`config.mk`:
```
export PLATFORM = sky130hd
export DESIGN_NAME = button_event_flat
export DESIGN_NICKNAME = d
export VERILOG_FILES = /design/src/rtl/button_event_pkg.sv /design/src/rtl/button_event_if.sv /design/src/rtl/hold_timer.sv /design/src/rtl/button_event.sv /design/src/flat_wrapper.sv
export SDC_FILE = /design/constraint.sdc
export NUM_CORES = 1
export LEC_CHECK = 0
export ABC_AREA = 1
export BUFFER_PORTS_ARGS = -buffer_cell sky130_fd_sc_hd__buf_2
export CORE_UTILIZATION = 35
export DETAILED_ROUTE_END_ITERATION = 7
export GPL_TIMING_DRIVEN = 1
export HOLD_SLACK_MARGIN = 0.1
export PLACE_DENSITY = 0.53
export SYNTH_ARGS = -nofsm -noshare
export SYNTH_HDL_FRONTEND = slang
export SYNTH_SLANG_ARGS = --single-unit
```
`constraint.sdc`:
```
create_clock -name clk -period 1.63 [get_ports clk]
set_input_delay 0.163 -clock clk [delete_from_list [all_inputs] [get_ports clk]]
set_output_delay 0.163 -clock clk [all_outputs]
set_load 0.03 [all_outputs]
```
`src/rtl/button_event_pkg.sv`:
```
// Shared constants, FSM encoding and pulse bundle for the button event decoder.
package button_event_pkg;

  localparam int unsigned DEF_LONG_CYCLES   = 25_000_000;
  localparam int unsigned DEF_REPEAT_CYCLES = 5_000_000;
  localparam int unsigned DEF_NUM_MODES     = 4;

  typedef enum logic [1:0] {
    ST_IDLE = 2'd0,
    ST_HELD = 2'd1,
    ST_LONG = 2'd2
  } state_e;

  typedef struct packed {
    logic press;
    logic rls;
    logic shrt;
    logic lng;
    logic rpt;
  } pulses_t;

endpackage

```
`src/rtl/button_event_if.sv`:
```
// Button input, mode clear and the decoded event/mode outputs.
interface button_event_if #(
  parameter int unsigned MODE_W = 2
);
  logic              btn_level;
  logic              mode_clr;
  logic              press_pulse;
  logic              release_pulse;
  logic              short_pulse;
  logic              long_pulse;
  logic              repeat_pulse;
  logic [MODE_W-1:0] mode_idx;

  modport master (
    output btn_level, mode_clr,
    input  press_pulse, release_pulse, short_pulse, long_pulse, repeat_pulse, mode_idx
  );

  modport slave (
    input  btn_level, mode_clr,
    output press_pulse, release_pulse, short_pulse, long_pulse, repeat_pulse, mode_idx
  );
endinterface

```
`src/rtl/hold_timer.sv`:
```
// Wrapping cycle counter with clear/enable; term_c flags the last count of LEN.
module hold_timer #(
  parameter int unsigned LEN = 8
) (
  input  logic clk,
  input  logic rst,
  input  logic clr,
  input  logic en,
  output logic term_c
);
  localparam int unsigned CW = (LEN > 1) ? $clog2(LEN) : 1;

  logic [CW-1:0] cnt_q, cnt_d;

  assign term_c = (cnt_q == CW'(LEN - 1));

  // Wrap at the terminal value so the count never exceeds LEN-1.
  always_comb begin
    cnt_d = cnt_q;
    if (clr) begin
      cnt_d = '0;
    end else if (en) begin
      cnt_d = term_c ? '0 : cnt_q + CW'(1);
    end
  end

  always_ff @(posedge clk) begin
    if (rst) begin
      cnt_q <= '0;
    end else begin
      cnt_q <= cnt_d;
    end
  end
endmodule

```
`src/rtl/button_event.sv`:
```
// Decodes a debounced button into press/release/short/long/repeat strobes
// and a mode index advanced by short presses.
module button_event
  import button_event_pkg::*;
#(
  parameter int unsigned LONG_CYCLES   = DEF_LONG_CYCLES,
  parameter int unsigned REPEAT_CYCLES = DEF_REPEAT_CYCLES,
  parameter int unsigned NUM_MODES     = DEF_NUM_MODES
) (
  input  logic          clk,
  input  logic          rst,
  button_event_if.slave bus
);
  localparam int unsigned MODE_W = (NUM_MODES > 1) ? $clog2(NUM_MODES) : 1;

  state_e            state_q, state_d;
  pulses_t           pulses_q, pulses_d;
  logic [MODE_W-1:0] mode_idx_q, mode_idx_d;
  logic              btn_q;
  logic              rise_c;
  logic              hold_clr, hold_en, hold_term_c;
  logic              rep_clr, rep_en, rep_term_c;

  assign rise_c = bus.btn_level & ~btn_q;

  hold_timer #(.LEN(LONG_CYCLES)) u_hold (
    .clk    (clk),
    .rst    (rst),
    .clr    (hold_clr),
    .en     (hold_en),
    .term_c (hold_term_c)
  );

  hold_timer #(.LEN(REPEAT_CYCLES)) u_rep (
    .clk    (clk),
    .rst    (rst),
    .clr    (rep_clr),
    .en     (rep_en),
    .term_c (rep_term_c)
  );

  // Next state, strobes and mode; release is checked before the long threshold.
  always_comb begin
    state_d    = state_q;
    pulses_d   = '0;
    mode_idx_d = mode_idx_q;
    hold_clr   = 1'b0;
    hold_en    = 1'b0;
    rep_clr    = 1'b0;
    rep_en     = 1'b0;

    case (state_q)
      ST_IDLE: begin
        if (rise_c) begin
          state_d        = ST_HELD;
          hold_clr       = 1'b1;
          pulses_d.press = 1'b1;
        end
      end
      ST_HELD: begin
        if (!bus.btn_level) begin
          state_d       = ST_IDLE;
          pulses_d.shrt = 1'b1;
          pulses_d.rls  = 1'b1;
          mode_idx_d    = (mode_idx_q == MODE_W'(NUM_MODES - 1)) ? '0
                                                                  : mode_idx_q + MODE_W'(1);
        end else begin
          hold_en = 1'b1;
          if (hold_term_c) begin
            state_d      = ST_LONG;
            pulses_d.lng = 1'b1;
            rep_clr      = 1'b1;
          end
        end
      end
      ST_LONG: begin
        if (!bus.btn_level) begin
          state_d      = ST_IDLE;
          pulses_d.rls = 1'b1;
        end else begin
          rep_en       = 1'b1;
          pulses_d.rpt = rep_term_c;
        end
      end
      default: state_d = ST_IDLE;
    endcase

    if (bus.mode_clr) begin
      mode_idx_d = '0;
    end
  end

  // btn_q resets high so a button held through reset is not seen as a press.
  always_ff @(posedge clk) begin
    if (rst) begin
      state_q    <= ST_IDLE;
      pulses_q   <= '0;
      mode_idx_q <= '0;
      btn_q      <= 1'b1;
    end else begin
      state_q    <= state_d;
      pulses_q   <= pulses_d;
      mode_idx_q <= mode_idx_d;
      btn_q      <= bus.btn_level;
    end
  end

  assign bus.press_pulse   = pulses_q.press;
  assign bus.release_pulse = pulses_q.rls;
  assign bus.short_pulse   = pulses_q.shrt;
  assign bus.long_pulse    = pulses_q.lng;
  assign bus.repeat_pulse  = pulses_q.rpt;
  assign bus.mode_idx      = mode_idx_q;
endmodule
```
`src/flat_wrapper.sv`:
```
// flat-port wrapper written by rule: the top's interface ports become plain ports
module button_event_flat import button_event_pkg::*;
#(
  parameter int unsigned LONG_CYCLES   = DEF_LONG_CYCLES,
  parameter int unsigned REPEAT_CYCLES = DEF_REPEAT_CYCLES,
  parameter int unsigned NUM_MODES     = DEF_NUM_MODES
)
  (clk, rst, bus_btn_level, bus_mode_clr, bus_press_pulse, bus_release_pulse, bus_short_pulse, bus_long_pulse, bus_repeat_pulse, bus_mode_idx);
  button_event_if bus_i ();
  input  logic clk;
  input  logic rst;
  input wire logic [$bits(bus_i.btn_level)-1:0] bus_btn_level;
  input wire logic [$bits(bus_i.mode_clr)-1:0] bus_mode_clr;
  output wire logic [$bits(bus_i.press_pulse)-1:0] bus_press_pulse;
  output wire logic [$bits(bus_i.release_pulse)-1:0] bus_release_pulse;
  output wire logic [$bits(bus_i.short_pulse)-1:0] bus_short_pulse;
  output wire logic [$bits(bus_i.long_pulse)-1:0] bus_long_pulse;
  output wire logic [$bits(bus_i.repeat_pulse)-1:0] bus_repeat_pulse;
  output wire logic [$bits(bus_i.mode_idx)-1:0] bus_mode_idx;
  assign bus_i.btn_level = bus_btn_level;
  assign bus_i.mode_clr = bus_mode_clr;
  assign bus_press_pulse = bus_i.press_pulse;
  assign bus_release_pulse = bus_i.release_pulse;
  assign bus_short_pulse = bus_i.short_pulse;
  assign bus_long_pulse = bus_i.long_pulse;
  assign bus_repeat_pulse = bus_i.repeat_pulse;
  assign bus_mode_idx = bus_i.mode_idx;
  button_event #(.LONG_CYCLES(LONG_CYCLES), .REPEAT_CYCLES(REPEAT_CYCLES), .NUM_MODES(NUM_MODES)) u_core (.clk(clk), .rst(rst), .bus(bus_i));
endmodule
```
# Word level (Yosys, flattened, before mapping)
# Cells that the tools add are included.
# Widths: inputs -> output; s select.
dict set report classes {
  n_mux 19
  reduce_logical 8
  n_eq_ne 8
  n_bitwise 5
  addsub 3
}
# operator count
set op_table {}
lappend op_table {{$add 25x1->25 const B} 1}
lappend op_table {{$eq 25x25->1 const B} 1}
lappend op_table {{$mux 25} 1}
lappend op_table {{$add 23x1->23 const B} 1}
lappend op_table {{$eq 23x23->1 const B} 1}
lappend op_table {{$mux 23} 1}
lappend op_table {{$mux 2} 6}
lappend op_table {{$mux 1} 9}
lappend op_table {{$reduce_or 2->1} 4}
lappend op_table {{$pmux 2 s3} 1}
lappend op_table {{$eq 2x2->1 const B} 2}
lappend op_table {{$not 1->1} 4}
lappend op_table {{$ne 3x3->1 const B} 1}
lappend op_table {{$reduce_and 3->1} 1}
lappend op_table {{$reduce_or 3->1} 1}
lappend op_table {{$add 2x1->2 const B} 1}
lappend op_table {{$eq 2x1->1 const B} 1}
lappend op_table {{$logic_not 2->1} 1}
lappend op_table {{$ne 2x1->1 const B} 1}
lappend op_table {{$ne 2x2->1 const B} 1}
lappend op_table {{$pmux 1 s2} 1}
lappend op_table {{$reduce_and 2->1} 1}
lappend op_table {{$and 1x1->1} 1}
dict set report word_totals {
  output_inout_bits 7
  register_bits 58
}

# Depth between registers and ports, before layout
# Gate-level depths: netlist of the first run.
dict set report depth {
  depth_word 5
  mapped_depth 12
  mapped_depth_nobuf 12
}

# Modules after synthesis
# From an unflattened synthesis of the first run, not the netlist that was laid out.
dict set report unflattened {
  hier_cells 473
  hier_area_um2 3288.2
}
# module area_each_um2 cells_per_inst n_inst seq_area_each_um2
set by_module_without_submodules {}
lappend by_module_without_submodules {{hold_timer (u_core.u_hold)} 1452.6 210 1 500.5}
lappend by_module_without_submodules {{hold_timer (u_core.u_rep)} 1401.3 209 1 460.4}
lappend by_module_without_submodules {button_event 434.2 54 1 200.2}

# Worst setup path after synthesis of the first run
# OpenSTA, ideal clock, no wires.
dict set report synth_path {
  path_kind {reg2reg}
  start {reg u_core.state_q[0]}
  end {reg u_core.u_rep.cnt_q[18]}
  path_slack_ns 0.175
  n_path_buf 1
  path_stages_with_launch 11
  setup_time_ns 0.062
  t_arrival_ns 1.393
  synth_period_minus_slack_ns 1.455
  cell_sequence {dfxtp_1 inv_1 ha_1 nand2_4 nor2_1 nand3_1 nor2_1 nor2_1 nand2_2 buf_12 nor2_2}
}
dict set report synth_via {
  elab_chain_cells 3
  word_cells_on_any_way 5
}
# item line
set synth_lines {}
lappend synth_lines {{start: declaration} button_event.sv:16} ;# state_e state_q, state_d;
lappend synth_lines {{start signal: assignment} button_event.sv:101} ;# state_q <= state_d;
lappend synth_lines {{$eq 2x1->1} button_event.sv:52} ;# case (state_q)
lappend synth_lines {{$mux 1} button_event.sv:52}
lappend synth_lines {{$reduce_or 2->1 (no line)} --}
lappend synth_lines {{end signal: assignment} hold_timer.sv:31} ;# cnt_q <= cnt_d;
lappend synth_lines {{end: declaration} hold_timer.sv:13} ;# logic [CW-1:0] cnt_q, cnt_d;
# Parallel ways exist; a longest one is shown, timed or not.
# A chain may end at the register's enable or synchronous reset.

# Worst setup path after layout of the first run
dict set report layout_path {
  start {reg u_core.state_q[0]}
  end {reg u_core.u_hold.cnt_q[10]}
}
dict set report layout_via {
  elab_chain_cells 3
  word_cells_on_any_way 5
}
# item line
set layout_lines {}
lappend layout_lines {{$logic_not 2->1} button_event.sv:52}
lappend layout_lines {{$mux 1} --}
lappend layout_lines {{$reduce_or 2->1 (no line)} --}
lappend layout_lines {{end signal: assignment} hold_timer.sv:31}
lappend layout_lines {{end: declaration} hold_timer.sv:13}
# Parallel ways exist; a longest one is shown, timed or not.

==> flow_summary.ini, run 1 <==
[power]
p_leak_nw = 1.59
powerDensity_nw_per_um2 = 852
ir_worst_vdd_v = 0.000363
totalPowerFinal_mw = 3.49

[drt]
ant_nets = 0
via_per_inst = 4.77
drt_wl_total_um = 8460
drt_iter0_markers = 86
wl_per_cell_um = 12.7
vias = 3174
drc = 0
dr.pass1.iters = 4

[synthesis]
synth_cell_type_count = 34
ys_seq_elements = 58
synthTopCellsByArea = dfxtp_1, nand2_1, nor2_1
netlist_area_um2 = 3310
synth_fp_nets = 515
yosysTopAreaCell = dfxtp_1
avgSynthCellArea_um2 = 6.56
yosysWarnings = 0
synth_cells = 504
ys_seq_area_frac = 0.351
synth.top_cell.area_share = 0.351

[sta]
fmax_mhz = 653
relSlewSlack = 0.723
fin_crit_sh = 0.940
finalClockSkew_ns = 0.00875
maxSlewViolCount = 0
finalSetupViolCount = 0
hold_viol = 0
rsz0062_at_grt = yes
fin_crit_ns = 1.53
worstMarginPinSlew_ns = 0.413
setup_ws_ns = 0.0977

[cells_and_area]
final_nets = 562
area_delta_synth_final_pct = 24.0
drive_above_1_share = 0.247
antenna-diode-count = 0

[worst_setup_path]
critical_path_class = reg -> reg
endpoint_kind = flip-flop
arrival_ns = 1.81
cp_max_fo = 6
start_kind = flip-flop
cp.required_ns = 1.91
worstRegToRegCells = 9

[global_route]
grtUsageTotal = 0.189
grt_use_met2 = 0.321
grt-busiest-layer = met2
use_met3 = 0.0492
grt_max_degree = 13
overflow = 0
grt_pass1_vias = 3131
grt_pass1_wl_um = 14600
met1_usage = 0.228
grt_antenna_before_repair = 0

[min_path]
holdPathStages = 2
hold_path.class = in -> reg

[outcome]
outcome = completed

[place]
gp_congestion = 0.905
place_ws_ns = -0.0422
numPortBuffers = 10
dp.final_hpwl_um = 6280

[die]
io_pins = 11
placementRows = 35
fp.dieW_um = 99.2
initial_core_util = 0.359
die_y_um = 99.2
dieArea_um2 = 9840
coreArea_um2 = 9200

[clocking]
clock_path_buffers = 2
cts_root_buffer = clkbuf_8
cts.sinks = 58
h-tree-depth = 3
cts_tree = yes
cts_buffers = 9
clk_pin_slew_ns = 0.07
insertion_delay_ns = 0.35

[job]
maxCapViolCount = 0
-- where the power goes --
group	internal, mW	switching, mW
Combinational	0.278	0.403
Sequential	1.48	0.0493
Clock	0.704	0.580
Total	2.46	1.03
-- layout make-up --
class | instances | area [um2]
fill | 947 | 5100
sequential | 58 | 1180
clock inverter | 2 | 10.0
timing repair buffer | 42 | 312
inverter | 66 | 255
tap | 111 | 139
multi-input combinational | 374 | 2030
clock buffer | 13 | 179
-- logic make-up (layout without fill, tap and decap cells) --
family | after synthesis | count (layout) | share of synthesized area
buffers and inverters | 72 | 123 | 0.0893
xor gates and xnor gates | 16 | 16 | 0.0424
and+or+nand+nor | 314 | 314 | 0.427
DFF | 58 | 58 | 0.351
adders and majority gates | 7 | 7 | 0.0265
muxes | 1 | 1 | 0.00303
AOI/OAI and AO/OA | 36 | 36 | 0.0602
-- through the flow --
stage | instances | utilization | setup TNS, ns | instance area (um2) | hold WS, ns
2_1_floorplan | 504 | - | 0 | 3310 | 0.235
3_3_place_gp | 642 | 0.395 | -0.186 | 3630 | 0.425
3_5_place_dp | 642 | 0.395 | -0.240 | 3630 | 0.441
4_1_cts | 659 | 0.419 | 0 | 3860 | 0.111
5_1_grt | 666 | 0.446 | -0.0431 | 4100 | 0.164
6_report | 666 | 0.446 | 0 | 4100 | 0.144
-- state kept, by name (all words and copies together), names as in the netlist --
name	count
u_core.u_rep.cnt_q	23
u_core.state_q	2
u_core.u_hold.cnt_q	25
u_core.bus.long_pulse	1
u_core.bus.repeat_pulse	1
u_core.bus.short_pulse	1
u_core.bus.mode_idx	2
u_core.bus.release_pulse	1
u_core.bus.press_pulse	1
u_core.btn_q	1
-- final timing paths --
| path | startpoint | end | slack (ns) |
|---|---|---|---|
| worst max-delay path | u_core.state_q[0] | u_core.u_hold.cnt_q[10] | 0.1 |
| worst min register to register | u_core.u_rep.cnt_q[22] | u_core.u_rep.cnt_q[22] | 0.47 |
| worst min-delay path | bus_btn_level | u_core.bus.release_pulse | 0.14 |
| worst max register to register | u_core.state_q[0] | u_core.u_hold.cnt_q[10] | 0.1 |
-- timing repair --
| item | 4_1_cts | 5_1_grt |
|---|---|---|
| pin swaps | 1 | 9 |
| setup endpoints to repair | 11 | 43 |
| hold endpoints to repair | 5 | 0 |
| setup buffers | 0 | 7 |
| hold buffers | 2 | 0 |
| gates resized for setup | 4 | 61 |
| gates cloned | 0 | 0 |
-- per-layer routing --
| metal | share of wire | wire length [um] |
|---|---|---|
| met4 | 0.019 | 162 |
| met5 | 0 | 0 |
| met3 | 0.042 | 353 |
| met2 | 0.48 | 4060 |
| met1 | 0.46 | 3880 |
-- cells in the mapped netlist --
cell type and instances:
buf_2 1, buf_12 1, nor2_1 88, mux2i_1 1
a21o_1 1, nor2_4 2, o21a_1 1, nor3b_1 1
xnor2_1 4, nor3_2 1, ha_1 7, nand2_4 3
nor3b_2 1, dfxtp_1 58, buf_4 2, nor3_1 15
nand3_1 34, nand4_1 15, xor2_1 12, o21bai_1 1
inv_1 60, a21oi_1 17, nand2_1 128, o21ai_0 11
o22ai_1 1, a31oi_1 3, inv_2 6, and3_1 1
o21bai_2 1, nand2_2 3, clkbuf_1 2, nor2_2 17
nand3_2 3, nand3b_1 2
-- critical path: stages, from the launching register on --
cell and delay, ns:
dfxtp_4 0.37, inv_2 0.05, buf_4 0.13, ha_1 0.22, nand3_1 0.11, nand2_1 0.10, inv_2 0.11, nand2_4 0.08
buf_4 0.14, nor3b_2 0.14
-- cell usage in the layout, fill, tap and decap left out, types with 2 or more instances in the layout --
cell type,netlist,final
nand2_1,128,125
nor2_1,88,74
inv_1,60,55
dfxtp_1,58,48
nand3_1,34,32
buf_4,2,28
nor2_2,17,23
a21oi_1,17,16
nand4_1,15,15
nor3_1,15,13
clkbuf_8,0,13
xor2_1,12,12
nor2_4,2,10
buf_2,1,10
inv_2,6,9
o21ai_0,11,9
dfxtp_2,0,9
nand2_2,3,5
nand3_2,3,5
nand2_4,3,4
xnor2_1,4,4
a31oi_1,3,3
ha_4,0,3
ha_1,7,3
nand3b_1,2,2
nor3_2,1,2
nor3b_2,1,2
clkinv_2,0,2
dlygate4sd3_1,0,2
Note: power is estimated with default switching activity, not from simulation.
==> run 2: changes to the inputs <==
--- a/config.mk
+++ b/config.mk
@@ -7,6 +7,7 @@
 export LEC_CHECK = 0
 export ABC_AREA = 1
 export BUFFER_PORTS_ARGS = -buffer_cell sky130_fd_sc_hd__buf_2
+export CORE_MARGIN = 2
 export CORE_UTILIZATION = 35
 export DETAILED_ROUTE_END_ITERATION = 7
 export GPL_TIMING_DRIVEN = 1
==> run 2 against run 1 <==
Compared with the run above: clock skew rose by 0.0051 ns; count of clock-buffer cells in the layout shrank 1; clock power rose by 7%; via count increased by 1.7%; sequential share of layout area fell by 0.17 points; final cell count increased by 0.90%; largest cell class unchanged; setup slack improved by 0.0087 ns; maximum frequency grew 0.57%; design area grew 0.15%.
==> flow_summary.ini, run 2 (synthesis gave the netlist of run 1 again) <==
[outcome]
outcome = completed

[cells_and_area]
largest_register_ffs = 25
antenna-diode-count = 0
area_delta_synth_final_pct = 24.1
final_nets = 567
fill_cells = 967
final_common_cell = nand2_1
drive_above_1_share = 0.237
final_area_um2 = 4100
layout_common_cells = nand2_1, nor2_1, inv_1
instances_no_fill = 672
reg_top3 = u_core.u_hold.cnt_q x25, u_core.u_rep.cnt_q x23
fin_util = 0.446
largest_register = u_core.u_hold.cnt_q

[clocking]
h-tree-depth = 3
cts_buffers = 9
clk_pin_slew_ns = 0.07
clock_path_buffers = 2
insertion_delay_ns = 0.34
cts_root_buffer = clkbuf_8
cts.sinks = 58
cts_tree = yes

[sta]
hold_viol = 0
rsz0062_at_grt = yes
whs_ns = 0.464
finalClockSkew_ns = 0.0138
setup_ws_ns = 0.106
setup_tns_ns = 0
fin_crit_ns = 1.52
relSlewSlack = 0.806
worstMarginPinSlew_ns = 0.290
maxSlewViolCount = 0
fmax_mhz = 656
finalSetupViolCount = 0
fin_crit_sh = 0.935

[drt]
via_per_inst = 4.80
ant_nets = 0
drt_iter0_markers = 124
vias = 3228
wl_per_cell_um = 12.4
drc = 0
drt_wl_total_um = 8340
dr.pass1.iters = 4

[power]
totalPowerFinal_mw = 3.56
ir_worst_vdd_v = 0.000422
p_leak_nw = 1.60
powerDensity_nw_per_um2 = 868

[global_route]
grt_antenna_before_repair = 0
grt_pass1_wl_um = 14400
overflow = 0
grtUsageTotal = 0.179
grt_pass1_vias = 3109
grt_max_degree = 12

[place]
gp_congestion = 0.890
post_dp_cell_area_um2 = 3660
placed_cells = 644
dp.final_hpwl_um = 6370
numPortBuffers = 10
place_ws_ns = -0.0541

[worst_setup_path]
arrival_ns = 1.75
cp_max_fo = 10
rr_startpoint = u_core.u_hold.cnt_q[0]
crit_family = simple AND/OR/NAND/NOR gates
crit_chain = ha_4 > nand3_1 > nor2_2 > nand3_2 > nor2_4 > nand3_2 > nand2_4 > nor2_1
critical_path_class = reg -> reg
cp.required_ns = 1.85
r2r_slack_ns = 0.11
worst_path_most_repeated_cell = nand3_2
worstRegToRegCells = 8
endpoint_kind = flip-flop
slowest_delay_ns = 0.37
r2r_end = u_core.u_rep.cnt_q[13]
crit_start = u_core.u_hold.cnt_q[0]
start_kind = flip-flop
crit_path_top_delay_cell = dfxtp_2
crit_buf_inv = 0

[die]
dieArea_um2 = 10200
io_pins = 11
die_y_um = 101
fp.dieW_um = 101
coreArea_um2 = 9200
placementRows = 35
initial_core_util = 0.359

[job]
maxCapViolCount = 0

[min_path]
hold_path.class = reg -> reg
worstHoldStart = u_core.u_rep.cnt_q[22]
hold_end = u_core.u_rep.cnt_q[22]
holdPathStages = 2
[run 2: changes by cell type in the layout (fill, tap and decap cells not counted), sizes merged]
cell and delta:
buf +4, clkinvlp +2, bufinv +1, clkbuf -1
clkinv -1, dlygate4sd3 +1
[run 2: worst max path at each step]
stage | end | depth (start not counted)
5_1_grt | u_core.u_rep.cnt_q[21] | 12
3_3_place_gp | u_core.u_rep.cnt_q[13] | 8
3_5_place_dp | u_core.u_rep.cnt_q[4] | 8
4_1_cts | u_core.u_hold.cnt_q[17] | 10
2_1_floorplan | u_core.u_rep.cnt_q[18] | 10
6_report | u_core.u_rep.cnt_q[13] | 8
[run 2: routing by layer]
metal  vias to the layer above  GRT usage  routed length, um
met3                         6     0.0552                309
met5                         -          0                  0
li1                       1699          -                  -
met4                         0     0.0520                 72
met2                        56      0.304               4090
met1                      1467      0.220               3870
[run 2: layout make-up]
class                           instances  area [um2]  area share
Clock buffer                           12         155      0.0378
Clock inverter                          4        50.0      0.0122
Inverter                               66         258      0.0628
Multi-Input combinational cell        374        1970       0.480
Sequential cell                        58        1170       0.285
Tap cell                              111         139      0.0338
Timing Repair Buffer                   47         360      0.0878
[run 2: worst min-delay path: stages (launching register included)]
cell	delay [ns]
dfxtp_1	0.31
nand2_1	0.06
a21oi_1	0.05
[run 2: what timing repair did]
| action | CTS | global route |
|---|---|---|
| setup buffers | 0 | 9 |
| gates resized for setup | 3 | 48 |
| hold endpoints to repair | 6 | 0 |
| endpoints found under the setup margin | 10 | 37 |
| pin swaps | 0 | 7 |
| hold buffers | 3 | 0 |
[run 2: power by group]
part           switching (mW)  leakage (nW)  internal (mW)
Sequential             0.0350         0.472           1.47
Clock                   0.583        0.0986          0.787
Combinational           0.390          1.03          0.293
